==> config.mk <==
export PLATFORM = sky130hd
export DESIGN_NAME = mem_request_sequencer
export DESIGN_NICKNAME = d
export VERILOG_FILES = /design/src/rtl/mem_request_sequencer_pkg.sv /design/src/rtl/mem_request_sequencer.sv
export SDC_FILE = /design/constraint.sdc
export NUM_CORES = 1
export LEC_CHECK = 0
export ABC_CLOCK_PERIOD_IN_PS = 2300
export CORE_UTILIZATION = 30
export CTS_CLUSTER_DIAMETER = 50
export DETAILED_ROUTE_END_ITERATION = 10
export PLACE_DENSITY = 0.63
export SLEW_MARGIN = 0
export SYNTH_ARGS = -nofsm -noshare
export SYNTH_HDL_FRONTEND = slang
export SYNTH_SLANG_ARGS = --single-unit
==> constraint.sdc <==
create_clock -name clock -period 2.3 [get_ports clock]
set_input_delay 0.46 -clock clock [delete_from_list [all_inputs] [get_ports clock]]
set_output_delay 0.46 -clock clock [all_outputs]
set_load 0.01 [all_outputs]
==> src/rtl/mem_request_sequencer_pkg.sv <==
// Shared CPU memory-sequencer types: request opcodes, sequencer states,
// the 12-bit word type and the PDP-8 auto-index window.
package mem_request_sequencer_pkg;

  typedef logic [11:0] word_t;

  typedef enum logic [2:0] {
    OP_FETCH = 3'd0,
    OP_READ  = 3'd1,
    OP_WRITE = 3'd2,
    OP_ISZ   = 3'd3,
    OP_DEFER = 3'd4
  } mem_op_t;

  typedef enum logic [2:0] {
    S_IDLE = 3'd0,
    S_RD   = 3'd1,
    S_WR   = 3'd2,
    S_GAP  = 3'd3,
    S_RESP = 3'd4
  } mseq_state_t;

  localparam word_t AI_LO = 12'o0010;
  localparam word_t AI_HI = 12'o0017;

  // Inclusive auto-index window check.
  function automatic logic in_ai_window(input word_t a);
    return (a >= AI_LO) && (a <= AI_HI);
  endfunction

  // Ops that read a word, increment it and write it back.
  function automatic logic needs_rmw(input mem_op_t op, input word_t a);
    return (op == OP_ISZ) || ((op == OP_DEFER) && in_ai_window(a));
  endfunction

endpackage

==> src/rtl/mem_request_sequencer.sv <==
// Bus-initiator engine: turns one controller request into one or two
// read/write handshakes with the memory responder, with an inline
// watchdog that aborts hung accesses.
module mem_request_sequencer
  import mem_request_sequencer_pkg::*;
#(
  parameter int unsigned TIMEOUT_CYCLES = 255
) (
  input  logic    clock,
  input  logic    resetN,
  // controller side
  input  logic    req_valid,
  input  mem_op_t req_op,
  input  word_t   req_addr,
  input  word_t   req_wdata,
  output logic    req_ready,
  output logic    rsp_valid,
  output word_t   rsp_data,
  output logic    rsp_skip,
  output logic    rsp_err,
  // memory side
  output word_t   address,
  output word_t   write_data,
  output logic    write_enable,
  output logic    read_enable,
  output logic    read_type,
  input  logic    mem_finished,
  input  word_t   mem_rdata
);

  localparam int unsigned WD_W = (TIMEOUT_CYCLES < 2) ? 1 : $clog2(TIMEOUT_CYCLES + 1);
  localparam logic [WD_W-1:0] WD_LAST = WD_W'(TIMEOUT_CYCLES - 1);

  mseq_state_t     state_q, state_d;
  mem_op_t         op_q, op_d;
  word_t           addr_q, addr_d;
  word_t           wdata_q, wdata_d;
  logic [WD_W-1:0] wd_cnt_q, wd_cnt_d;
  logic            pend_wr_q, pend_wr_d;
  logic            abort_q, abort_d;
  word_t           rsp_data_q, rsp_data_d;
  logic            rsp_skip_q, rsp_skip_d;
  logic            rsp_err_q, rsp_err_d;

  // State and datapath registers; reset drops the enables at once.
  always_ff @(posedge clock or negedge resetN) begin
    if (!resetN) begin
      state_q    <= S_IDLE;
      op_q       <= OP_READ;
      addr_q     <= '0;
      wdata_q    <= '0;
      wd_cnt_q   <= '0;
      pend_wr_q  <= 1'b0;
      abort_q    <= 1'b0;
      rsp_data_q <= '0;
      rsp_skip_q <= 1'b0;
      rsp_err_q  <= 1'b0;
    end else begin
      state_q    <= state_d;
      op_q       <= op_d;
      addr_q     <= addr_d;
      wdata_q    <= wdata_d;
      wd_cnt_q   <= wd_cnt_d;
      pend_wr_q  <= pend_wr_d;
      abort_q    <= abort_d;
      rsp_data_q <= rsp_data_d;
      rsp_skip_q <= rsp_skip_d;
      rsp_err_q  <= rsp_err_d;
    end
  end

  // Next-state, watchdog and response capture.
  // wdata_q doubles as the write-back value for read-modify-write ops, so the
  // WR completion always reports wdata_q regardless of op.
  always_comb begin
    state_d    = state_q;
    op_d       = op_q;
    addr_d     = addr_q;
    wdata_d    = wdata_q;
    wd_cnt_d   = wd_cnt_q;
    pend_wr_d  = pend_wr_q;
    abort_d    = abort_q;
    rsp_data_d = rsp_data_q;
    rsp_skip_d = rsp_skip_q;
    rsp_err_d  = rsp_err_q;

    unique case (state_q)
      S_IDLE: begin
        if (req_valid) begin
          op_d      = req_op;
          addr_d    = req_addr;
          wdata_d   = req_wdata;
          wd_cnt_d  = '0;
          pend_wr_d = 1'b0;
          abort_d   = 1'b0;
          state_d   = (req_op == OP_WRITE) ? S_WR : S_RD;
        end
      end

      S_RD: begin
        if (mem_finished) begin
          if (needs_rmw(op_q, addr_q)) begin
            wdata_d   = mem_rdata + 12'd1;
            pend_wr_d = 1'b1;
            state_d   = S_GAP;
          end else begin
            rsp_data_d = mem_rdata;
            rsp_skip_d = 1'b0;
            rsp_err_d  = 1'b0;
            state_d    = S_RESP;
          end
        end else if (wd_cnt_q == WD_LAST) begin
          abort_d   = 1'b1;
          pend_wr_d = 1'b0;
          state_d   = S_GAP;
        end else begin
          wd_cnt_d = wd_cnt_q + WD_W'(1);
        end
      end

      S_WR: begin
        if (mem_finished) begin
          rsp_data_d = wdata_q;
          rsp_skip_d = (op_q == OP_ISZ) && (wdata_q == '0);
          rsp_err_d  = 1'b0;
          state_d    = S_RESP;
        end else if (wd_cnt_q == WD_LAST) begin
          abort_d   = 1'b1;
          pend_wr_d = 1'b0;
          state_d   = S_GAP;
        end else begin
          wd_cnt_d = wd_cnt_q + WD_W'(1);
        end
      end

      S_GAP: begin
        wd_cnt_d = '0;
        if (pend_wr_q) begin
          pend_wr_d = 1'b0;
          state_d   = S_WR;
        end else begin
          rsp_data_d = '0;
          rsp_skip_d = 1'b0;
          rsp_err_d  = abort_q;
          state_d    = S_RESP;
        end
      end

      S_RESP: begin
        state_d = S_IDLE;
      end

      default: begin
        state_d = S_IDLE;
      end
    endcase
  end

  assign req_ready    = (state_q == S_IDLE);
  assign rsp_valid    = (state_q == S_RESP);
  assign rsp_data     = rsp_data_q;
  assign rsp_skip     = rsp_skip_q;
  assign rsp_err      = rsp_err_q;
  assign address      = addr_q;
  assign write_data   = wdata_q;
  assign read_enable  = (state_q == S_RD);
  assign write_enable = (state_q == S_WR);
  assign read_type    = (state_q == S_RD) && (op_q == OP_FETCH);

endmodule

==> results of run 1 <==
==> final cells by class <==
type                            count  share of cell area [%]
Sequential cell                    54                   31.22
Timing Repair Buffer              116                   25.51
Multi-Input combinational cell    213                   35.85
Clock buffer                        6                   1.675
Inverter                           12                   1.040
Clock inverter                      2                  0.8666
Tap cell                          133                   3.842
==> synthesized netlist by cell type, drive strengths merged (2+ instances only) <==
cell type and count:
a211oi 3, inv 12, nand2 21, ha 3, and3b 2, a311oi 2, nor3b 9, o21ai 10
dfrtp 53, and3 2, or2 3, nor3 8, mux2 34, o211ai 3, o31ai 8, a22oi 2
buf 8, mux2i 10, xor2 2, or3 2, nand4 5, xnor2 2, nand2b 8, or4 5
nor2 12, o41ai 8, nor4 8, a31oi 6, a21oi 11, and2 2, clkbuf 13, nand3 12
==> registers in the layout, indices dropped and copies added, names as in the netlist, 3 cells and up <==
register    cells
write_data     12
rsp_data       12
state_q         3
op_q            3
wd_cnt_q        8
address        12
==> repair_timing <==
| action | CTS | global route |
|---|---|---|
| resized for setup | 3 | 3 |
| cloned | 0 | 0 |
| endpoints found under the setup margin | 3 | 3 |
| endpoints found under the hold margin | 0 | 0 |
==> per-stage QoR <==
step                std cells  hold slack, ns  setup TNS [ns]  power (mW)
floorplan                 300          0.1644               0       3.122
global placement          528          0.4645        -0.03004       4.403
detailed placement        528          0.4659         -0.3456       4.446
CTS                       536          0.1224               0       5.121
global route              536          0.1409               0       5.435
finish                    536          0.1063               0       5.091
==> cell usage in the layout, fill, tap and decap left out, types with 2 or more instances in the layout <==
master and n:
sky130_fd_sc_hd__xnor2_1 2, sky130_fd_sc_hd__and3_1 2, sky130_fd_sc_hd__o211ai_1 3, sky130_fd_sc_hd__nor4_1 7, sky130_fd_sc_hd__ha_1 3, sky130_fd_sc_hd__nand2b_1 8, sky130_fd_sc_hd__a31oi_1 6, sky130_fd_sc_hd__inv_1 11
sky130_fd_sc_hd__dfrtp_1 53, sky130_fd_sc_hd__clkdlybuf4s50_1 82, sky130_fd_sc_hd__mux2_2 33, sky130_fd_sc_hd__or4_1 5, sky130_fd_sc_hd__nand3_1 12, sky130_fd_sc_hd__buf_4 29, sky130_fd_sc_hd__a211oi_1 2, sky130_fd_sc_hd__and3b_1 2
sky130_fd_sc_hd__buf_12 2, sky130_fd_sc_hd__nor3b_1 9, sky130_fd_sc_hd__a21oi_1 11, sky130_fd_sc_hd__clkbuf_8 5, sky130_fd_sc_hd__nand2_1 21, sky130_fd_sc_hd__a22oi_1 2, sky130_fd_sc_hd__and2_1 2, sky130_fd_sc_hd__o41ai_1 8
sky130_fd_sc_hd__o31ai_1 8, sky130_fd_sc_hd__xor2_1 2, sky130_fd_sc_hd__o21ai_0 10, sky130_fd_sc_hd__nor2_1 11, sky130_fd_sc_hd__or3_1 2, sky130_fd_sc_hd__or2_2 2, sky130_fd_sc_hd__a311oi_1 2, sky130_fd_sc_hd__mux2i_1 10
sky130_fd_sc_hd__nand4_1 5, sky130_fd_sc_hd__nor3_1 7
==> routing by layer <==
layer,part of all wire [%],GRT usage [%]
met4,1.3,4.176
met3,4.6,2.644
met1,46,23.14
met5,0,0
met2,48,27.44
==> power groups by stage <==
stage          logic (mW)  registers (mW)  clock network (mW)
3_5_place_dp         2.72            1.72                   0
3_3_place_gp         2.69            1.71                   0
6_report             2.73            1.71               0.653
4_1_cts              2.74            1.71               0.675
2_1_floorplan        1.33            1.79                   0
5_1_grt              2.96            1.77               0.706
==> how the worst max path moves through the flow <==
stage                            start     endpoint  slack [ns]  cells after the start
final                       state_q[1]  read_enable        0.08                      3
after global routing        state_q[1]    rsp_valid        0.03                      4
after CTS                   state_q[1]  read_enable        0.02                      3
after detailed placement  mem_finished  wd_cnt_q[3]       -0.05                      6
after global placement    mem_finished  wd_cnt_q[3]       -0.02                      6
after floorplan             state_q[1]  address[10]        0.21                      6
==> cell families (layout without fill, tap and decap cells) <==
kind of cell	count (synthesis)	in the layout	share of synthesized area (%)
AND/OR/NAND/NOR	104	104	19.09
AO/OA/AOI/OAI	57	57	12.90
adder cells (fa/ha/maj)	4	4	1.567
flip-flops	54	54	44.56
XOR/XNOR	4	4	1.154
buffers and inverters	33	136	4.822
multiplexers	44	44	15.91
==> metrics.txt, run 1 <==
share of cells above drive strength 1 20.10%; Top FF cell, synth sky130_fd_sc_hd__dfrtp_1; static leakage power 1.760 nW; mean instance size in the synthesized netlist 10.12 sq um; initial antenna violation count 0; clock latency on the worst-skew pair 0.31 ns; CTS root buffer sky130_fd_sc_hd__clkbuf_8; largest stage delay on the critical path 0.54 ns; PnR worst setup slack 0.08468 ns; placement row count 36; share of the yosys chip area belonging to registers 44.56%; sink count of the clock tree 54; CP max-delay cell sky130_fd_sc_hd__clkdlybuf4s50_1; final cycle utilization of the critical path 96.32%; wire length of the first global-routing pass 13.82 mm; setup fix buffers added after clock tree synthesis 0; final setup fails 0; Data required, critical path 1.84 ns; Critical Path Start Type flip-flop; cell family contributing the most delay on the critical path buffers and inverters; sequential cell fraction of total power 33.5%; final wirelength 8.304 mm; synthesis-stage register bit count 54; post-layout min period 2.215 ns; FF-to-FF setup slack 0.29 ns; worst setup path category reg2out; Hold Buf Count CTS 0; average vias per placed instance 5.060; CP bufs+invs 2; NetSw 1.872 mW; Post-Place Setup Slack -0.04531 ns; total CTS buffers 5; number of fill cells in the layout 943; finished layout cell area 0.004332 sq mm; syn nets 346; internal power 3.219 mW; largest net degree at the start of global routing 34; GRT Total Usage 16.76%; worst path cell trace or3b_4 -> inv_2 -> clkdlybuf4s50_1; relative slew slack 53.67%; async set-reset flop share out of synthesis 100.0%; type of destination of the critical path output port; antenna diode instance count 0; capture point of the worst reg-to-reg path wd_cnt_q[1]; proportion of total power due to net switching 36.78%; clock tree buffer depth 2; Syn Std Cell Area 0.003035 sq mm; dominant cells by area after synthesis sky130_fd_sc_hd__dfrtp_1 44%, sky130_fd_sc_hd__mux2_2 12%, sky130_fd_sc_hd__mux2i_1 3.3%, sky130_fd_sc_hd__nand2_1 2.6%, sky130_fd_sc_hd__o41ai_1 2.3%; drt wl/cell 15.49 um; TritonCTS clock tree done; overall die height 102.6 um; part of the total power dissipated in the clock network 12.8%; overflow left after global routing 0; number of top-level pins 86; Slew Viols, Final 0; final weighted congestion in routability-driven placement 0.9050; count of TritonRoute iterations in the first routing pass 4; Setup Skew 0.005833 ns; DP Area 0.004204 sq mm; final count of hold timing violations 0; synthesis-to-finish area growth 42.70%; combinational power share 53.6%; detailed-route via count 2712; Reg2Reg Launch Point wd_cnt_q[0]; Synthesis Warnings 0; slew at the pin closest to its max-slew limit 0.6893 ns; cell count of the worst reg-to-reg path 6; Arr. time, crit path 1.76 ns; unrepaired setup endpoints after global routing no; DP Wirelength 6.349 mm; Storage cell area 0.001353 sq mm; power per cell area 1175 mW/mm^2; Post-synth EDFFs 0; number of H-tree levels 2; Final #Nets 448; peak clock frequency supported by timing 451.4 MHz; chip width 102.6 um; Routed Antenna Nets 0; Initial Util 31.05%; Tightest Hold Check Type in2async; Port-buffer cells 85; post-synthesis instance total 300; area of the multi-input gates 0.001553 sq mm; peak fanout along the critical path 3; share of the synthesized area in the top cell type 43.69%; Starting DRT DRC Count 186; final cell utilization of the core 44.32%; Std-Cell Core Area 0.009774 sq mm; distinct cell type count after synthesis 51; Die Outline Area 0.01052 sq mm; number of global-route vias before repair 2715; top cell type by total area after synthesis sky130_fd_sc_hd__dfrtp_1; clock transition at the registers of the reported paths 0.10 ns; max-cap viol count 0; number of DRC violations after detailed routing 0; maximum vdd ir drop 0.0005000 V; run status completed
Note: power is estimated with default switching activity, not from simulation.
==> run 2: changes to the inputs <==
--- a/config.mk
+++ b/config.mk
@@ -10,6 +10,7 @@
 export CTS_CLUSTER_DIAMETER = 50
 export DETAILED_ROUTE_END_ITERATION = 10
 export PLACE_DENSITY = 0.63
+export SKIP_CTS_REPAIR_TIMING = 1
 export SLEW_MARGIN = 0
 export SYNTH_ARGS = -nofsm -noshare
 export SYNTH_HDL_FRONTEND = slang
==> run 2 against run 1 <==
Worst setup slack worse by 0.0018 ns. Power about the same. Cell area is 0.23% higher. Sequential share of layout area is 0.072 points lower. Register-to-register slack is essentially flat. First-iteration DRC count grew 17%. Clock power hardly changed. Largest power group unchanged. Highest routed layer unchanged.
==> metrics.txt, run 2 (synthesis gave the netlist of run 1 again) <==
most common cell after layout, fill and taps aside sky130_fd_sc_hd__clkdlybuf4s50_1 (unchanged); power per cell area 1172 mW/mm^2 (was 1175 mW/mm^2); Arr. time, crit path 1.76 ns (about the same); slew at the pin closest to its max-slew limit 0.6896 ns (was 0.6893 ns); final wirelength 8.240 mm (was 8.304 mm); final weighted congestion in routability-driven placement 0.9050 (unchanged); detailed-route via count 2702 (was 2712); initial antenna violation count 0 (unchanged); final count of hold timing violations 0 (unchanged); accumulated negative setup slack 0 ns (unchanged); chip width 102.6 um (unchanged); Die Outline Area 0.01052 sq mm (unchanged); number of DRC violations after detailed routing 0 (unchanged); antenna diode instance count 0 (unchanged); share of cells above drive strength 1 20.35% (was 20.10%); Cell Count Post-Placement 528 (unchanged); post-layout min period 2.217 ns (was 2.215 ns); Storage cell area 0.001353 sq mm (unchanged); worst setup path category reg2out (unchanged); clock tree buffer depth 2 (unchanged); run status completed (unchanged); max-cap viol count 0 (unchanged); final setup fails 0 (unchanged); most used cells in the layout excluding fill and tap cells 82 x sky130_fd_sc_hd__clkdlybuf4s50_1, 53 x sky130_fd_sc_hd__dfrtp_1, 33 x sky130_fd_sc_hd__mux2_2 (unchanged); Routed Antenna Nets 0 (unchanged); TritonCTS clock tree done (unchanged); number of global-route vias before repair 2711 (was 2715); GRT Total Usage 16.73% (was 16.76%); number of H-tree levels 2 (unchanged); number of top-level pins 86 (unchanged); placement row count 36 (unchanged); type of destination of the critical path output port (unchanged); Critical Path Start Type flip-flop (unchanged); Initial Util 31.05% (unchanged); static leakage power 1.774 nW (was 1.760 nW); final cycle utilization of the critical path 96.40% (was 96.32%); final non-filler cell total 536 (unchanged); Final #Nets 448 (unchanged); overflow left after global routing 0 (unchanged); clock transition at the registers of the reported paths 0.10 ns (about the same); area of the multi-input gates 0.001559 sq mm (was 0.001553 sq mm); number of fill cells in the layout 943 (unchanged); peak fanout along the critical path 3 (unchanged); synthesis-to-finish area growth 43.03% (was 42.70%); total CTS buffers 5 (unchanged); DP Wirelength 6.349 mm (unchanged); overall die height 102.6 um (unchanged); clock latency on the worst-skew pair 0.31 ns (about the same); unrepaired setup endpoints after global routing no (unchanged); Setup Skew 0.006202 ns (was 0.005833 ns); count of TritonRoute iterations in the first routing pass 4 (unchanged); drt wl/cell 15.37 um (was 15.49 um); largest net degree at the start of global routing 34 (unchanged); maximum vdd ir drop 0.0004971 V (was 0.0005000 V); relative slew slack 53.64% (was 53.67%); Data required, critical path 1.84 ns (about the same); average vias per placed instance 5.041 (was 5.060); wire length of the first global-routing pass 13.79 mm (was 13.82 mm); Std-Cell Core Area 0.009774 sq mm (unchanged); Tightest Hold Check Type in2async (unchanged); Starting DRT DRC Count 217 (was 186); CTS root buffer sky130_fd_sc_hd__clkbuf_8 (unchanged); Slew Viols, Final 0 (unchanged); sink count of the clock tree 54 (unchanged); Port-buffer cells 85 (unchanged); peak clock frequency supported by timing 451.0 MHz (was 451.4 MHz)
-- run 2: cell types whose count changed in the layout (fill, tap and decap cells not counted) --
cell	delta
sky130_fd_sc_hd__nor4_1	-1
sky130_fd_sc_hd__dlygate4sd2_1	-1
sky130_fd_sc_hd__nor4_2	+1
sky130_fd_sc_hd__dlymetal6s2s_1	+1
-- run 2: layout make-up --
class / count / share of cell area, %
clock buffers: 6 / 1.671
clock inverters: 2 / 0.8646
inverters: 12 / 1.037
multi-input cells: 213 / 35.91
flip-flops and latches: 54 / 31.15
well taps: 133 / 3.833
repair buffers: 116 / 25.53
-- run 2: worst max-delay path, cell delays in order, from the launching register on --
cell and delay, ns:
sky130_fd_sc_hd__dfrtp_1 0.40, sky130_fd_sc_hd__or3b_4 0.43, sky130_fd_sc_hd__inv_2 0.08, sky130_fd_sc_hd__clkdlybuf4s50_1 0.54
-- run 2: per-layer routing --
layer / up-vias / track usage, % / part of all wire (%) / wire (um)
met2: 76 / 27.38 / 49 / 4003
met5: - / 0 / 0 / 0
li1: 1313 / - / - / -
met1: 1305 / 23.10 / 46 / 3768
met3: 8 / 2.644 / 4.6 / 379
met4: 0 / 4.176 / 1.1 / 89
-- run 2: through the flow --
| step | worst slack, ns | total power, mW | hold WS (ns) | area, sq um | util, % |
|---|---|---|---|---|---|
| after floorplan | 0.2118 | 3.122 | 0.1644 | 3035 | - |
| after global placement | -0.01549 | 4.403 | 0.4645 | 4204 | 43.01 |
| after detailed placement | -0.04531 | 4.446 | 0.4659 | 4204 | 43.01 |
| after CTS | -0.1610 | 5.117 | 0.1224 | 4314 | 44.14 |
| after global routing | 0.02889 | 5.444 | 0.1409 | 4342 | 44.42 |
| final | 0.08286 | 5.090 | 0.1104 | 4342 | 44.42 |
-- run 2: final timing paths --
path | slack, ns | start | end | cells after the start
worst min-delay path | 0.11 | resetN | write_data[3] | 1
worst min register to register | 0.50 | rsp_data[5] | rsp_data[5] | 1
min in group clock | 0.50 | rsp_data[5] | rsp_data[5] | 1
max in group asynchronous | 1.63 | resetN | wd_cnt_q[2] | 2
worst max register to register | 0.29 | wd_cnt_q[0] | wd_cnt_q[1] | 6
worst max-delay path | 0.08 | state_q[1] | read_enable | 3
-- run 2: report_power, final --
group / total (mW) / switching [mW] / internal, mW
clock: 0.653 / 0.327 / 0.326
combinational: 2.73 / 1.20 / 1.53
sequential: 1.71 / 0.344 / 1.37
==> run 3: changes to the inputs <==
--- a/config.mk
+++ b/config.mk
@@ -5,11 +5,14 @@
 export SDC_FILE = /design/constraint.sdc
 export NUM_CORES = 1
 export LEC_CHECK = 0
+export ABC_AREA = 1
 export ABC_CLOCK_PERIOD_IN_PS = 2300
 export CORE_UTILIZATION = 30
 export CTS_CLUSTER_DIAMETER = 50
 export DETAILED_ROUTE_END_ITERATION = 10
+export HOLD_SLACK_MARGIN = 0.03
 export PLACE_DENSITY = 0.63
+export SETUP_SLACK_MARGIN = 0.3
 export SKIP_CTS_REPAIR_TIMING = 1
 export SLEW_MARGIN = 0
 export SYNTH_ARGS = -nofsm -noshare
==> run 3 against run 2 <==
Non-clock buffer count shrank 22. Synthesized area is 0.62% lower. Cell area down 3.7%. Final cell count grew 18%. Critical endpoint is now rsp_valid. Hold slack got worse by 0.025 ns.
==> metrics.txt, run 3 <==
peak clock frequency supported by timing 483.2 MHz (was 451.0 MHz); slew at the pin closest to its max-slew limit 0.4773 ns (was 0.6896 ns); total CTS buffers 5 (unchanged); most common cell after layout, fill and taps aside sky130_fd_sc_hd__nand2_1 (was sky130_fd_sc_hd__clkdlybuf4s50_1); Reg2Reg Launch Point state_q[1] (was wd_cnt_q[0]); clock latency on the worst-skew pair 0.32 ns (was 0.31 ns); dominant cell by count in the synthesized netlist sky130_fd_sc_hd__nand2_1 (was sky130_fd_sc_hd__dfrtp_1); share of the yosys chip area belonging to registers 44.84% (was 44.56%); Routed Antenna Nets 0 (unchanged); number of top-level pins 86 (unchanged); maximum vdd ir drop 0.0003690 V (was 0.0004971 V); post-layout min period 2.070 ns (was 2.217 ns); share of cells above drive strength 1 8.652% (was 20.35%); static leakage power 2.065 nW (was 1.774 nW); final non-filler cell total 630 (was 536); async set-reset flop share out of synthesis 100.0% (unchanged); largest net degree at the start of global routing 36 (was 34); most used cells in the layout excluding fill and tap cells 168 x sky130_fd_sc_hd__nand2_1, 80 x sky130_fd_sc_hd__clkdlybuf4s50_1, 51 x sky130_fd_sc_hd__dfrtp_1 (was 82 x sky130_fd_sc_hd__clkdlybuf4s50_1, 53 x sky130_fd_sc_hd__dfrtp_1, 33 x sky130_fd_sc_hd__mux2_2); worst setup path category reg2out (unchanged); Die Outline Area 0.01046 sq mm (was 0.01052 sq mm); overflow left after global routing 0 (unchanged); clock transition at the registers of the reported paths 0.11 ns (was 0.10 ns); TritonCTS clock tree done (unchanged); type of destination of the critical path output port (unchanged); Port-buffer cells 85 (unchanged); count of TritonRoute iterations in the first routing pass 4 (unchanged); power per cell area 1198 mW/mm^2 (was 1172 mW/mm^2); antenna diode instance count 0 (unchanged); overall power of the completed layout 5.008 mW (was 5.090 mW); CTS root buffer sky130_fd_sc_hd__clkbuf_8 (unchanged); max-cap viol count 0 (unchanged); final cycle utilization of the critical path 89.98% (was 96.40%); FF-to-FF setup slack 0.62 ns (was 0.29 ns); DP Wirelength 6.744 mm (was 6.349 mm); cell count of the worst reg-to-reg path 9 (was 6); Final #Nets 542 (was 448); initial antenna violation count 0 (unchanged); final wirelength 8.674 mm (was 8.240 mm); Top FF cell, synth sky130_fd_sc_hd__dfrtp_1 (unchanged); Post-synth EDFFs 0 (unchanged); Initial Util 30.86% (was 31.05%); accumulated negative setup slack 0 ns (unchanged); distinct cell type count after synthesis 35 (was 51); number of H-tree levels 2 (unchanged); mean instance size in the synthesized netlist 7.467 sq um (was 10.12 sq um); placement row count 36 (unchanged); average vias per placed instance 4.543 (was 5.041); sink count of the clock tree 54 (unchanged); run status completed (unchanged); peak fanout along the critical path 4 (was 3); Cell Count Post-Placement 619 (was 528); number of DRC violations after detailed routing 0 (unchanged); share of the synthesized area in the top cell type 43.97% (was 43.69%); Arr. time, crit path 1.61 ns (was 1.76 ns); Syn Std Cell Area 0.003017 sq mm (was 0.003035 sq mm); Std-Cell Core Area 0.009774 sq mm (unchanged); unrepaired setup endpoints after global routing yes (was no); final weighted congestion in routability-driven placement 0.8565 (was 0.9050); clock tree buffer depth 2 (unchanged); final count of hold timing violations 0 (unchanged); relative slew slack 68.18% (was 53.64%); synthesis-stage register bit count 54 (unchanged); syn nets 450 (was 346); overall die height 102.3 um (was 102.6 um); capture point of the worst reg-to-reg path state_q[0] (was wd_cnt_q[1]); dominant cells by area after synthesis sky130_fd_sc_hd__dfrtp_1 44%, sky130_fd_sc_hd__nand2_1 21%, sky130_fd_sc_hd__inv_1 4.2%, sky130_fd_sc_hd__nand3_1 4.0%, sky130_fd_sc_hd__o21ai_0 3.2% (was sky130_fd_sc_hd__dfrtp_1 44%, sky130_fd_sc_hd__mux2_2 12%, sky130_fd_sc_hd__mux2i_1 3.3%, sky130_fd_sc_hd__nand2_1 2.6%, sky130_fd_sc_hd__o41ai_1 2.3%); drt wl/cell 13.77 um (was 15.37 um); Setup Skew 0.008512 ns (was 0.006202 ns); chip width 102.3 um (was 102.6 um); Critical Path Start Type flip-flop (unchanged); post-synthesis instance total 404 (was 300); Tightest Hold Check Type in2async (unchanged); startpoint of the worst setup timing path state_q[0] (was state_q[1]); most instantiated cells after synthesis 168 x sky130_fd_sc_hd__nand2_1, 53 x sky130_fd_sc_hd__dfrtp_1, 34 x sky130_fd_sc_hd__inv_1 (was 53 x sky130_fd_sc_hd__dfrtp_1, 33 x sky130_fd_sc_hd__mux2_2, 21 x sky130_fd_sc_hd__nand2_1); final setup fails 0 (unchanged); synthesis-to-finish area growth 38.57% (was 43.03%); number of global-route vias before repair 2758 (was 2711); Slew Viols, Final 0 (unchanged); Data required, critical path 1.84 ns (about the same); detailed-route via count 2862 (was 2702); wire length of the first global-routing pass 13.90 mm (was 13.79 mm); Starting DRT DRC Count 138 (was 217); Synthesis Warnings 0 (unchanged); top cell type by total area after synthesis sky130_fd_sc_hd__dfrtp_1 (unchanged); GRT Total Usage 17.45% (was 16.73%)
==> run 3: area by class of cell <==
type | count | area [sq um]
clock inverters | 3 | 47.55
flip-flops and latches | 54 | 1355
multi-input cells | 300 | 1445
repair buffers | 94 | 935.9
inverters | 41 | 161.4
well taps | 133 | 166.4
fillers | 1016 | 5594
clock buffers | 5 | 68.82
==> run 3: per-stage QoR <==
stage / utilization [%] / cell area (sq um) / setup WS [ns] / hold WS [ns]
4_1_cts: 42.36 / 4140 / -0.01912 / 0.09088
5_1_grt: 42.77 / 4180 / 0.1313 / 0.1090
3_5_place_dp: 41.17 / 4024 / 0.2123 / 0.4483
3_3_place_gp: 41.17 / 4024 / 0.2236 / 0.4422
2_1_floorplan: - / 3017 / 0.7189 / 0.1644
6_report: 42.77 / 4180 / 0.2303 / 0.08510
==> run 3: kinds of logic after synthesis <==
logic type	count (synthesis)	synth area share [%]
AO/OA/AOI/OAI	49	8.959
XOR/XNOR	8	2.323
adder cells (fa/ha/maj)	3	1.244
buffers and inverters	50	7.424
flip-flops	54	44.84
multiplexers	4	1.327
AND/OR/NAND/NOR	236	33.89
==> run 3: metal layers <==
layer  up-vias  part of all wire, %  global-route usage (%)
li1       1471                    -                       -
met4         0                  1.4                   4.835
met3         8                  4.3                   2.189
met5         -                    0                       0
met1      1311                   45                   23.78
met2        72                   49                   29.12
==> run 3: critical path, stage by stage (launching register included) <==
cell                              delay (ns)
sky130_fd_sc_hd__dfrtp_2                0.46
sky130_fd_sc_hd__nor3_2                 0.24
sky130_fd_sc_hd__clkdlybuf4s50_1        0.58
==> run 3: report_power, final <==
| group | total (mW) | internal [mW] | switching [mW] | leakage, nW |
|---|---|---|---|---|
| clock | 0.674 | 0.331 | 0.343 | 0.0587 |
| combinational | 2.66 | 1.19 | 1.46 | 1.32 |
| sequential | 1.68 | 1.35 | 0.328 | 0.682 |
==> run 3: worst max-delay path by stage <==
stage / end / cells past startpoint
4_1_cts: rsp_valid / 3
6_report: rsp_valid / 2
2_1_floorplan: read_type / 4
3_3_place_gp: write_data[10] / 9
5_1_grt: rsp_valid / 3
3_5_place_dp: write_data[10] / 9
